$ cat src/rtl/parity_frame_pkg.sv
// parity_frame_pkg: shared FSM states and frame-format constants for the serial parity receiver
package parity_frame_pkg;

    typedef enum logic [2:0] {
        IDLE,
        START,
        DATA,
        PARITY,
        STOP
    } state_t;

    localparam int   DATA_BITS = 4;
    localparam logic START_LVL = 1'b0;
    localparam logic STOP_LVL  = 1'b1;

endpackage

$ cat src/rtl/sync_2ff.sv
// sync_2ff: two-flop synchronizer for one asynchronous bit with a selectable reset level
// Ports: clk, rst (async, active high), d (async input), q (synchronized output)
module sync_2ff #(
    parameter logic RST_VAL = 1'b0
) (
    input  logic clk,
    input  logic rst,
    input  logic d,
    output logic q
);

    logic meta;

    always_ff @(posedge clk or posedge rst) begin
        if (rst) begin
            meta <= RST_VAL;
            q    <= RST_VAL;
        end else begin
            meta <= d;
            q    <= meta;
        end
    end

endmodule

$ cat src/rtl/even_parity_frame_receiver.sv
// even_parity_frame_receiver: recovers start/4 data/parity/stop frames from a serial line
// Ports: clk, rst (async, active high), sin (serial line, idles high);
//        a..d (data bits in line order), p (parity bit), frame_valid / frame_err (one-cycle
//        strobes for a good / badly framed frame), busy (receiver not idle)
module even_parity_frame_receiver
    import parity_frame_pkg::*;
#(
    parameter int CLKS_PER_BIT = 4
) (
    input  logic clk,
    input  logic rst,
    input  logic sin,
    output logic a,
    output logic b,
    output logic c,
    output logic d,
    output logic p,
    output logic frame_valid,
    output logic frame_err,
    output logic busy
);

    localparam int            CW   = $clog2(CLKS_PER_BIT);
    localparam logic [CW-1:0] HALF = CW'(CLKS_PER_BIT / 2 - 1);
    localparam logic [CW-1:0] LAST = CW'(CLKS_PER_BIT - 1);
    localparam logic [1:0]    LAST_IDX = 2'(DATA_BITS - 1);

    state_t               state, state_n;
    logic [CW-1:0]        cnt, cnt_n;
    logic [1:0]           idx, idx_n;
    // shadow[DATA_BITS] is parity, shadow[i] is the i-th data bit on the line
    logic [DATA_BITS:0]   shadow, shadow_n;
    logic [DATA_BITS:0]   word;
    logic                 sin_s, sin_s_d;
    logic                 valid_n, err_n;

    sync_2ff #(.RST_VAL(1'b1)) u_sync (
        .clk (clk),
        .rst (rst),
        .d   (sin),
        .q   (sin_s)
    );

    assign {p, d, c, b, a} = word;
    assign busy = (state != IDLE);

    always_comb begin
        state_n  = state;
        cnt_n    = cnt + 1'b1;
        idx_n    = idx;
        shadow_n = shadow;
        valid_n  = 1'b0;
        err_n    = 1'b0;
        unique case (state)
            IDLE: begin
                cnt_n = '0;
                if (sin_s_d && !sin_s)
                    state_n = START;
            end
            START: begin
                // mid-bit recheck rejects glitches shorter than half a bit
                if (cnt == HALF) begin
                    cnt_n   = '0;
                    idx_n   = '0;
                    state_n = (sin_s == START_LVL) ? DATA : IDLE;
                end
            end
            DATA: begin
                if (cnt == LAST) begin
                    cnt_n       = '0;
                    shadow_n[idx] = sin_s;
                    idx_n       = idx + 2'd1;
                    if (idx == LAST_IDX)
                        state_n = PARITY;
                end
            end
            PARITY: begin
                if (cnt == LAST) begin
                    cnt_n               = '0;
                    shadow_n[DATA_BITS] = sin_s;
                    state_n             = STOP;
                end
            end
            STOP: begin
                if (cnt == LAST) begin
                    cnt_n   = '0;
                    valid_n = (sin_s == STOP_LVL);
                    err_n   = (sin_s != STOP_LVL);
                    state_n = IDLE;
                end
            end
            default: begin
                cnt_n   = '0;
                state_n = IDLE;
            end
        endcase
    end

    always_ff @(posedge clk or posedge rst) begin
        if (rst) begin
            state       <= IDLE;
            cnt         <= '0;
            idx         <= '0;
            shadow      <= '0;
            word        <= '0;
            sin_s_d     <= 1'b1;
            frame_valid <= 1'b0;
            frame_err   <= 1'b0;
        end else begin
            state       <= state_n;
            cnt         <= cnt_n;
            idx         <= idx_n;
            shadow      <= shadow_n;
            word        <= valid_n ? shadow : word;
            sin_s_d     <= sin_s;
            frame_valid <= valid_n;
            frame_err   <= err_n;
        end
    end

endmodule

$ cat config.mk
export PLATFORM = sky130hd
export DESIGN_NAME = even_parity_frame_receiver
export DESIGN_NICKNAME = d
export VERILOG_FILES = /design/src/rtl/parity_frame_pkg.sv /design/src/rtl/sync_2ff.sv /design/src/rtl/even_parity_frame_receiver.sv
export SDC_FILE = /design/constraint.sdc
export NUM_CORES = 1
export LEC_CHECK = 0
export BUFFER_PORTS_ARGS = -buffer_cell sky130_fd_sc_hd__buf_4
export CAP_MARGIN = 20
export CORE_AREA = 2 2 56 45
export DETAILED_ROUTE_END_ITERATION = 12
export DIE_AREA = 0 0 58 47
export PLACE_DENSITY = 0.79
export RECOVER_POWER = 100
export SKIP_LAST_GASP = 1
export SLEW_MARGIN = 15
export SYNTH_ARGS = -nofsm -noshare
export SYNTH_HDL_FRONTEND = slang
export SYNTH_SLANG_ARGS = --single-unit
$ cat constraint.sdc
create_clock -name clk -period 1.4 [get_ports clk]
set_clock_uncertainty 0.05 [all_clocks]
set_input_delay 0.21 -clock clk [delete_from_list [all_inputs] [get_ports clk]]
set_output_delay 0.21 -clock clk [all_outputs]
set_load 0.02 [all_outputs]
# ---- Word-level counts from Yosys, hierarchy flattened
# Index checks and enable logic that the tools add are counted.
dict set report classes {
  n_addsub 2
  order_cmp 2
  n_eq_ne 13
  mux 24
  bitwise_logic 1
  reduce_logical 12
}
# cell n
set ops {}
lappend ops {{$mux W3} 6}
lappend ops {{$pmux W3 S5} 1}
lappend ops {{$ne A2 B2 Y1 const B} 6}
lappend ops {{$mux W2} 5}
lappend ops {{$pmux W2 S2} 2}
lappend ops {{$eq A3 B2 Y1 const B} 2}
lappend ops {{$mux W1} 6}
lappend ops {{$reduce_and A3 Y1} 2}
lappend ops {{$reduce_and A6 Y1} 1}
lappend ops {{$bwmux W5} 1}
lappend ops {{$mux W5} 1}
lappend ops {{$add A2 B1 Y2 const B} 2}
lappend ops {{$eq A2 B2 Y1 const B} 2}
lappend ops {{$lt A2 B4 Y1 const B} 1}
lappend ops {{$reduce_bool A2 Y1} 2}
lappend ops {{$eq A3 B1 Y1 const B} 1}
lappend ops {{$eq A3 B3 Y1 const B} 1}
lappend ops {{$logic_not A3 Y1} 1}
lappend ops {{$reduce_bool A3 Y1} 1}
lappend ops {{$reduce_or A3 Y1} 1}
lappend ops {{$demux W1 S2} 1}
lappend ops {{$eq A2 B1 Y1 const B} 1}
lappend ops {{$ge A2 B1 Y1 const B} 1}
lappend ops {{$logic_and A1 B1 Y1} 2}
lappend ops {{other kinds (4)} 4}
dict set report word_totals {
  regBits 22
  inputBits 3
  out_inout_bits 8
  wordCells 65
}

# ---- Depth between registers and ports, before layout
# Gate-level depths: netlist of run 1.
dict set report depth {
  word_depth 7
  mapped_depth 5
  ltp_nobuf 5
}

# ---- By module
# Synthesis of run 1 repeated with hierarchy kept, for this count alone.
dict set report hier_totals {
  cells_unflattened 84
  hier_area_um2 1028.5
}
# module instances cells_each area_per_inst_um2 seq_area_each_um2
set by_module_without_submodules {}
lappend by_module_without_submodules {even_parity_frame_receiver 1 81 972.2 501.7}
lappend by_module_without_submodules {sync_2ff 1 3 56.3 52.6}

# ---- Worst setup path after synthesis of run 1
# OpenSTA, ideal clock, no wires.
dict set report synth_path {
  kind {reg-to-reg}
  startpoint {register cnt[0]}
  endpoint {register idx[0]}
  setup_time_ns 0.079
  arrival_time_ns 1.317
  t_required_ns 1.271
  slack_ns -0.046
  path_stages_with_launch 5
  path_buffers 0
  period_less_slack_ns 1.446
  cell_sequence {dfrtp_1 > ha_1 > and4bb_4 > a31oi_1 > mux2i_1}
}
dict set report synth_between {
  elab_chain_len 3
  word_cells_on_any_way 5
  cone_classes {eq/ne: 4; reduce/logical: 1}
}
# item line_no
set synth_lines {}
lappend synth_lines {{from (decl)} even_parity_frame_receiver.sv:29} ;# logic [CW-1:0] cnt, cnt_n;
lappend synth_lines {{from (signal assigned)} even_parity_frame_receiver.sv:111} ;# cnt <= cnt_n;
lappend synth_lines {{$eq A2 B2 Y1 / $eq A2 B1 Y1 (equally long branches)} {even_parity_frame_receiver.sv:69, even_parity_frame_receiver.sv:62}}
lappend synth_lines {{$ne A2 B2 Y1 (no source line)} n/a}
lappend synth_lines {{$reduce_and A3 Y1 (no source line) *} n/a}
lappend synth_lines {{to (signal assigned)} even_parity_frame_receiver.sv:112} ;# idx <= idx_n;
lappend synth_lines {{to (decl)} even_parity_frame_receiver.sv:30} ;# logic [1:0] idx, idx_n;
# Mark *: on every way between the ends. The rest lies on a longest branch, timed or not.
# A chain may end at the register's enable or synchronous reset.

# ---- Final worst setup path of run 1
dict set report layout_path {
  startpoint {register state[0]}
  endpoint {output busy}
}
dict set report layout_between {
  elab_chain_len 1
}
# item line_no
set layout_lines {}
lappend layout_lines {{from (decl)} even_parity_frame_receiver.sv:28} ;# state_t state, state_n;
lappend layout_lines {{from (signal assigned)} even_parity_frame_receiver.sv:110} ;# state <= state_n;
lappend layout_lines {{$reduce_bool A3 Y1} even_parity_frame_receiver.sv:45} ;# assign busy = (state != IDLE);
lappend layout_lines {{to (decl)} even_parity_frame_receiver.sv:20} ;# output logic busy
# Every way passes these cells.

==> results.cfg, run 1 <==
[status]
status = complete, but fails checks
failed_checks = negative setup slack

[layout]
drive_above_1_share_pct = 49.56
finalNetCount = 124
areaGrowthSynthToFinish_pct = 39.32
diodes = 0
fin_util_pct = 65.57

[cts]
clk_pin_slew_worst_paths_ns = 0.13
clock_path_buffers = 2
ctsRootBufferMaster = clkbuf_4
cts_tree = built
cts_num_sinks = 22
cts_made_buffers = 3
clock_latency_ns = 0.31
htreeDepth = 1

[yosys]
avgSynthCellArea_um2 = 12.35
netlist-cell-type-count = 28
synth.most_common_cell = dfrtp_1
netlist_instances = 83
syn-cell-area_mm2 = 0.001025
syn_nets = 93
synth_seq_cells = 22
seq_area_frac_synth_pct = 54.09
synth-edff-count = 0
synth.cells.most_frequent = dfrtp_1, ha_1, mux2_2
ys_warn_count = 0
yosys.area.top_type = dfrtp_1
synth_async_sr_flop_share_pct = 100.0
synthTopCellsByArea = dfrtp_1, ha_1, dfstp_2, mux2_2, mux2_1
synth_ff_type = dfrtp_1
yosysTopAreaCellShare_pct = 46.40

[drt]
ant_nets = 0
wire_per_inst_um = 16.43
drc = 0
dr.first_iter.drc_count = 11
drt-pass1-iter-count = 4
routed_wl_mm = 2.267
via_count = 737
vias_per_cell = 5.341

[sta]
fin_crit_sh_pct = 118.1
relSlewSlack_pct = 63.81
finalCriticalPeriod_ns = 1.654
final-max-slew-violation-count = 0
hold_slack_ns = 0.3242
hold_viol = 0
max_freq_ghz = 0.6047
tightest_slew_ns = 0.5428
setup_ws_ns = -0.2538
setup_viol = 12
tns_ns = -0.9870
rsz0062_at_grt = yes

[placed_design]
routabilityCongestion = 0.8155
io_buffer_count = 10
dp_hpwl_mm = 1.527

[setup_path]
cp-end-kind = output pin
worstSetupStartpointType = flop
cp_max_fo = 7
crit_type = flop to output pin
r2r_setup_slack_ns = -0.12
crit_arrival_ns = 1.39
worstPathRequired_ns = 1.14

[floorplanning]
die_area_mm2 = 0.002726
num_rows = 15
fp.dieH_um = 47
core_mm2 = 0.002177
start_util_pct = 47.07
die_x_um = 58
ios = 11

[worst_hold_path]
hold_path_class = flop to flop

[power]
power.leakage_uw = 0.0007028
power_density_mw_per_mm2 = 1731
power_uw = 2471
ir_worst_vdd_mv = 1.209

[global_route]
grtUsageTotal_pct = 18.87
grt_pass1_vias = 782
overflow = 0
grt_antenna_before_repair = 0
grt_max_degree = 23
grt_first_pass_wirelength_mm = 3.684

[flow_run]
maxCapViolCount = 0
[sequential cells by signal, indices dropped and copies added (netlist names)]
signal,flops
cnt,2
frame_err,1
frame_valid,1
idx,2
shadow,5
sin_s_d,1
state,3
u_sync.meta,1
u_sync.q,1
word,5
[cells by family (layout without fill, tap and decap cells)]
logic type / count (synthesis) / count (layout) / synth area share [%]
flip-flops: 22 / 22 / 54.09
multiplexers: 13 / 13 / 14.04
AND/OR/NAND/NOR: 24 / 24 / 14.90
adder cells (fa/ha/maj): 7 / 7 / 8.547
buffers and inverters: 10 / 40 / 4.150
AO/OA/AOI/OAI: 7 / 7 / 4.273
[area by class of cell]
type	instances	area, um^2
Sequential cell	22	558.0
Inverter	7	26.28
Timing Repair Buffer	29	230.2
Multi-Input combinational cell	51	529.3
Clock inverter	1	30.03
Fill cell	158	749.5
Tap cell	25	31.28
Clock buffer	3	22.52
[placed cells by master (no fill, tap or decap), types with 2 or more instances in the layout]
cell / n
dfrtp_1: 16
mux2_4: 9
buf_6: 9
buf_4: 8
inv_1: 6
ha_1: 6
clkbuf_4: 5
clkbuf_1: 5
nand2_2: 4
or3_1: 3
dfrtp_2: 3
clkbuf_2: 3
mux2_2: 2
nor3b_1: 2
nand2_1: 2
a21oi_1: 2
nor2_1: 2
mux2i_1: 2
nand3b_1: 2
dlygate4sd3_1: 2
dfstp_2: 2
[per-layer routing]
layer	vias up	track usage [%]	wire length, um
li1	355	-	-
met1	359	22.50	1013
met2	19	33.18	1101
met3	4	5.785	123
met4	0	6.977	29
met5	-	0	0
[worst paths after layout]
kind,startpoint,endpoint,depth (start not counted)
min in group asynchronous,rst,shadow[3],4
max reg2reg,state[1],state[1],7
max in group asynchronous,rst,state[1],4
min,u_sync.meta,u_sync.q,0
min reg2reg,u_sync.meta,u_sync.q,0
max,state[0],busy,3
[critical path, cell delays in order (launching register included)]
cell	delay, ns
dfrtp_2	0.45
buf_6	0.14
or3_4	0.36
buf_6	0.14
[timing repair]
action | 4_1_cts | 5_1_grt
gates resized for setup | 10 | 23
setup buffers | 3 | 5
setup endpoints to repair | 15 | 17
hold buffers | 2 | 0
pin swaps | 4 | 10
hold endpoints to repair | 20 | 0
[stage by stage]
stage	area, um^2	setup slack, ns	std cells
2_1_floorplan	1044	0.02748	83
3_3_place_gp	1201	-0.02628	124
3_5_place_dp	1201	-0.06855	124
4_1_cts	1331	-0.2741	133
5_1_grt	1428	-0.3038	138
6_report	1428	-0.2538	138
[power by group]
part	leakage (uW)	internal [uW]	switching (uW)
sequential	0.000284	762	121
clock	0.0000279	289	193
combinational	0.000391	612	493
total	0.000703	1660	808
No activity file was read; power rests on OpenSTA's default activity.
==> run 2: changes to the inputs <==
--- a/config.mk
+++ b/config.mk
@@ -5,12 +5,13 @@
 export SDC_FILE = /design/constraint.sdc
 export NUM_CORES = 1
 export LEC_CHECK = 0
+export ABC_AREA = 1
 export BUFFER_PORTS_ARGS = -buffer_cell sky130_fd_sc_hd__buf_4
 export CAP_MARGIN = 20
 export CORE_AREA = 2 2 56 45
 export DETAILED_ROUTE_END_ITERATION = 12
 export DIE_AREA = 0 0 58 47
-export PLACE_DENSITY = 0.79
+export PLACE_DENSITY = 0.8
 export RECOVER_POWER = 100
 export SKIP_LAST_GASP = 1
 export SLEW_MARGIN = 15
==> results.cfg, run 2 <==
[drt]
ant_nets = 0
drt-pass1-iter-count = 6
dr.first_iter.drc_count = 20
via_count = 854
met2_length_mm = 1.021
vias_per_cell = 5.083
drc = 0
routed_wl_mm = 2.121
wl_met1_um = 959
wl_met3_um = 126
wire_per_inst_um = 12.63
maxUsedRoutingLayer = met4

[layout]
design_area_mm2 = 0.001348
finalNetCount = 154
fill_cells = 180
multiInputGateArea_um2 = 454.2
diodes = 0
final_cell_mix = nand2_1, dfrtp_1, buf_4
regArea_um2 = 556.8
fin_util_pct = 61.90
final_common_cell = nand2_1
areaGrowthSynthToFinish_pct = 30.23
reg_top3 = shadow: 5 flops, word: 5 flops, state: 3 flops
drive_above_1_share_pct = 33.57

[global_route]
grt_pass1_vias = 824
grt_antenna_before_repair = 0
grt_max_degree = 23
overflow = 0
grtUsageTotal_pct = 17.65
grt_first_pass_wirelength_mm = 3.512

[worst_hold_path]
min_to = u_sync.q
holdPathStages = 0
hold_path_class = flop to flop
min_from = u_sync.meta

[power]
power.leakage_uw = 0.0006867
power_density_mw_per_mm2 = 1662
ir_worst_vdd_mv = 1.608

[yosys]
yosys.area.top_type = dfrtp_1
synth.most_common_cell = nand2_1
ys_warn_count = 0
yosysTopAreaCellShare_pct = 45.95
avgSynthCellArea_um2 = 8.769
synthSimpleGateAreaFrac_pct = 25.03
netlist-cell-type-count = 19
synth_top_family_by_area = simple AND/OR/NAND/NOR gates
synth.area.mux_share_pct = 0
syn_nets = 128
synth-xor-area-share_pct = 0
synth-edff-count = 0
synthTopCellsByArea = dfrtp_1, nand2_1, ha_1, dfstp_2, inv_1
synthAdderAreaFrac_pct = 8.464
seq_area_frac_synth_pct = 53.57
synth_compound_area_share_pct = 5.200
synth_ff_type = dfrtp_1
syn-cell-area_mm2 = 0.001035
synth_seq_cells = 22
netlist_instances = 118
synth.cells.most_frequent = nand2_1, dfrtp_1, inv_1
synth_async_sr_flop_share_pct = 100.0

[flow_run]
maxCapViolCount = 0

[setup_path]
r2r_setup_slack_ns = 0.03
critPathBufInv = 1
critical_path.top_delay_family = flip-flops
slowest_delay_ns = 0.46
crit_arrival_ns = 1.18
timing.rr.end = shadow[1]
worstSetupStartpointType = flop
worstPathRequired_ns = 1.14
cpMaxStageDelayCell = dfrtp_2
cp-end-kind = output pin
cp_cell_sequence = nor2_4, nand2_2, buf_6
crit_type = flop to output pin
cp_max_fo = 5
worstReg2RegStart = state[0]
r2r.worst_path.cells = 6

[sta]
setup_ws_ns = -0.03887
rsz0062_at_grt = yes
final-max-slew-violation-count = 0
setup_viol = 1
relSlewSlack_pct = 82.08
max_freq_ghz = 0.6950
tightest_slew_ns = 0.2688
hold_viol = 0
fin_crit_sh_pct = 102.8
finalCriticalPeriod_ns = 1.439

[placed_design]
routabilityCongestion = 0.8851
placed_cell_area_mm2 = 0.001167
dp_hpwl_mm = 1.452
io_buffer_count = 10

[floorplanning]
die_x_um = 58
start_util_pct = 47.53
die_area_mm2 = 0.002726
ios = 11
core_mm2 = 0.002177
num_rows = 15
fp.dieH_um = 47

[cts]
cts_made_buffers = 3
clk_pin_slew_worst_paths_ns = 0.11
ctsRootBufferMaster = clkbuf_4
clock_latency_ns = 0.31
cts_tree = built
clock_path_buffers = 2
htreeDepth = 1
cts_num_sinks = 22

[status]
failed_checks = negative setup slack
status = complete, but fails checks
run 2: power breakdown:
| group | total (uW) | internal (uW) | leakage, uW | switching [uW] |
|---|---|---|---|---|
| clock network | 479 | 290 | 0.0000279 | 190 |
| registers | 828 | 739 | 0.000289 | 89.4 |
| logic | 933 | 399 | 0.000370 | 534 |
| total | 2240 | 1430 | 0.000687 | 813 |
run 2: kinds of logic after synthesis:
family                   Yosys count
AND/OR/NAND/NOR                   61
flip-flops                        22
buffers and inverters             18
AO/OA/AOI/OAI                     10
adder cells (fa/ha/maj)            7
run 2: worst reg2reg max path: stages (launching register included):
cell     delay (ns)
dfrtp_2        0.46
nor2_4         0.20
nand2_2        0.17
nor2_2         0.18
nand2_1        0.09
nand2_1        0.06
o21ai_0        0.07
run 2: worst max-delay path by stage:
stage	startpoint	cells past startpoint	slack, ns	end
final	state[0]	3	-0.04	busy
after global routing	state[0]	3	-0.1	busy
after CTS	state[2]	3	-0.03	busy
after detailed placement	cnt[1]	6	0.02	word[2]
after global placement	cnt[0]	8	0.09	state[1]
after floorplan	cnt[0]	6	0.14	word[4]
run 2: layout make-up:
cell class | instances | area share [%]
sequential | 22 | 41.32
multi-input combinational | 78 | 33.70
timing repair buffer | 22 | 13.46
inverter | 17 | 5.292
tap | 25 | 2.321
clock inverter | 1 | 2.228
clock buffer | 3 | 1.671
run 2: routing by layer:
| metal | global-route usage (%) | vias to the layer above |
|---|---|---|
| met1 | 22.14 | 407 |
| met3 | 6.061 | 2 |
| li1 | - | 414 |
| met2 | 29.32 | 31 |
| met5 | 0 | - |
| met4 | 6.047 | 0 |
run 2: per-stage QoR:
stage               setup WS (ns)  instances  hold slack [ns]  power [uW]  TNS [ns]
floorplan                  0.1408        118           0.1470        1270         0
global placement          0.09208        157           0.2078        1444         0
detailed placement        0.02191        157           0.2207        1493         0
CTS                      -0.03273        165           0.3184        2022   -0.1018
global route             -0.09521        168           0.3220        2397   -0.3160
finish                   -0.03887        168           0.3165        2240  -0.03887
run 2: repair_timing:
action | in CTS | in global routing
cloned | 0 | 0
hold endpoints to repair | 20 | 0
resized for setup | 4 | 19
buffers inserted | 3 | 3
endpoints found under the setup margin | 3 | 16
pin swaps | 2 | 4
hold buffers | 2 | 0
==> run 3: changes to the inputs <==
--- a/config.mk
+++ b/config.mk
@@ -11,7 +11,7 @@
 export CORE_AREA = 2 2 56 45
 export DETAILED_ROUTE_END_ITERATION = 12
 export DIE_AREA = 0 0 58 47
-export PLACE_DENSITY = 0.8
+export PLACE_DENSITY = 0.7
 export RECOVER_POWER = 100
 export SKIP_LAST_GASP = 1
 export SLEW_MARGIN = 15
==> results.cfg, run 3 (synthesis gave the netlist of run 2 again) <==
[setup_path]
critPathBufInv = 1
critical_path.top_delay_family = flip-flops
crit_arrival_ns = 1.15
crit_type = flop to output pin
cpMaxStageDelayCell = dfrtp_1
cp_max_fo = 5
slowest_delay_ns = 0.45
worstPathRequired_ns = 1.14
worstSetupStartpointType = flop
cp-end-kind = output pin
cp_cell_sequence = nor2_4, nand2_2, buf_6

[sta]
setup_ws_ns = -0.01495
tightest_slew_ns = 0.3878
hold_slack_ns = 0.3194
rsz0062_at_grt = yes
final-max-slew-violation-count = 0
relSlewSlack_pct = 74.12
finalCriticalPeriod_ns = 1.415
hold_viol = 0
fin_crit_sh_pct = 101.1
max_freq_ghz = 0.7067
setup_viol = 1

[layout]
diodes = 0
final_cell_mix = nand2_1, dfrtp_1, inv_1
reg_top3 = shadow: 5 flops, word: 5 flops, state: 3 flops
final_common_cell = nand2_1
areaGrowthSynthToFinish_pct = 24.06
finalNetCount = 154
drive_above_1_share_pct = 21.68
design_area_mm2 = 0.001284

[global_route]
grt_pass1_vias = 723
grt_max_degree = 14
grt_first_pass_wirelength_mm = 3.118
grt_antenna_before_repair = 0
overflow = 0
grtUsageTotal_pct = 15.48

[floorplanning]
start_util_pct = 47.53
num_rows = 15
ios = 11
core_mm2 = 0.002177
die_area_mm2 = 0.002726
fp.dieH_um = 47
die_x_um = 58

[placed_design]
io_buffer_count = 10
routabilityCongestion = 0.7904
dp_hpwl_mm = 1.340
placed_cell_area_mm2 = 0.001167

[cts]
htreeDepth = 1
ctsRootBufferMaster = clkbuf_4
clock_path_buffers = 2
clk_pin_slew_worst_paths_ns = 0.13
cts_made_buffers = 3
cts_num_sinks = 22
cts_tree = built
clock_latency_ns = 0.31

[worst_hold_path]
hold_path_class = flop to flop

[drt]
drt-pass1-iter-count = 5
wire_per_inst_um = 10.74
drc = 0
dr.first_iter.drc_count = 9
vias_per_cell = 4.887
via_count = 821
routed_wl_mm = 1.805
ant_nets = 0

[status]
status = complete, but fails checks
failed_checks = negative setup slack

[flow_run]
maxCapViolCount = 0

[power]
power_density_mw_per_mm2 = 1637
ir_worst_vdd_mv = 1.728
power.leakage_uw = 0.0006575
==> run 3: cell types whose count changed in the layout (fill, tap and decap cells not counted), sizes merged <==
cell / previous run / this run
clkbuf: 4 / 13
buf: 19 / 10
==> run 3: stage by stage <==
step	util, %	power [uW]	TNS [ns]	instances	worst slack (ns)
after floorplan	-	1270	0	118	0.1408
after global placement	53.62	1462	0	157	0.08031
after detailed placement	53.62	1483	0	157	0.004895
after CTS	57.76	1983	-0.03158	165	-0.02103
after global routing	58.97	2280	-0.2194	168	-0.07004
final	58.97	2101	-0.01495	168	-0.01495
==> run 3: where the power goes <==
part | internal (uW) | total (uW) | leakage, uW | switching [uW]
clock | 290 | 484 | 0.0000279 | 195
combinational | 354 | 803 | 0.000339 | 448
sequential | 735 | 814 | 0.000291 | 79.3
total | 1380 | 2100 | 0.000658 | 722
==> run 3: area by class of cell <==
| class | count | area [um^2] |
|---|---|---|
| Fill cell | 195 | 893.4 |
| Sequential cell | 22 | 554.3 |
| Multi-Input combinational cell | 78 | 431.7 |
| Timing Repair Buffer | 22 | 145.1 |
| Inverter | 17 | 68.82 |
| Tap cell | 25 | 31.28 |
| Clock inverter | 1 | 30.03 |
| Clock buffer | 3 | 22.52 |
==> run 3: path summary, 6_finish.rpt <==
check | depth (start not counted) | slack (ns) | to | startpoint
setup / recovery | 3 | -0.01 | busy | state[0]
hold / removal | 0 | 0.32 | u_sync.q | u_sync.meta
setup reg to reg | 6 | 0.09 | idx[0] | state[0]
hold reg to reg | 0 | 0.32 | u_sync.q | u_sync.meta
max in group asynchronous | 4 | 0.32 | shadow[0] | rst
min in group asynchronous | 3 | 0.36 | state[0] | rst
==> run 3: routing by layer <==
layer	part of all wire (%)	GRT usage (%)
met1	48	21.12
met4	0.61	4.186
met2	45	24.32
met3	6.8	4.959
met5	0	0
==> run 3: what timing repair did <==
item,4_1_cts,5_1_grt
pin swaps,1,3
setup endpoints to repair,2,9
buffers inserted,3,3
hold buffers,2,0
gates resized for setup,1,10
endpoints found under the hold margin,7,0
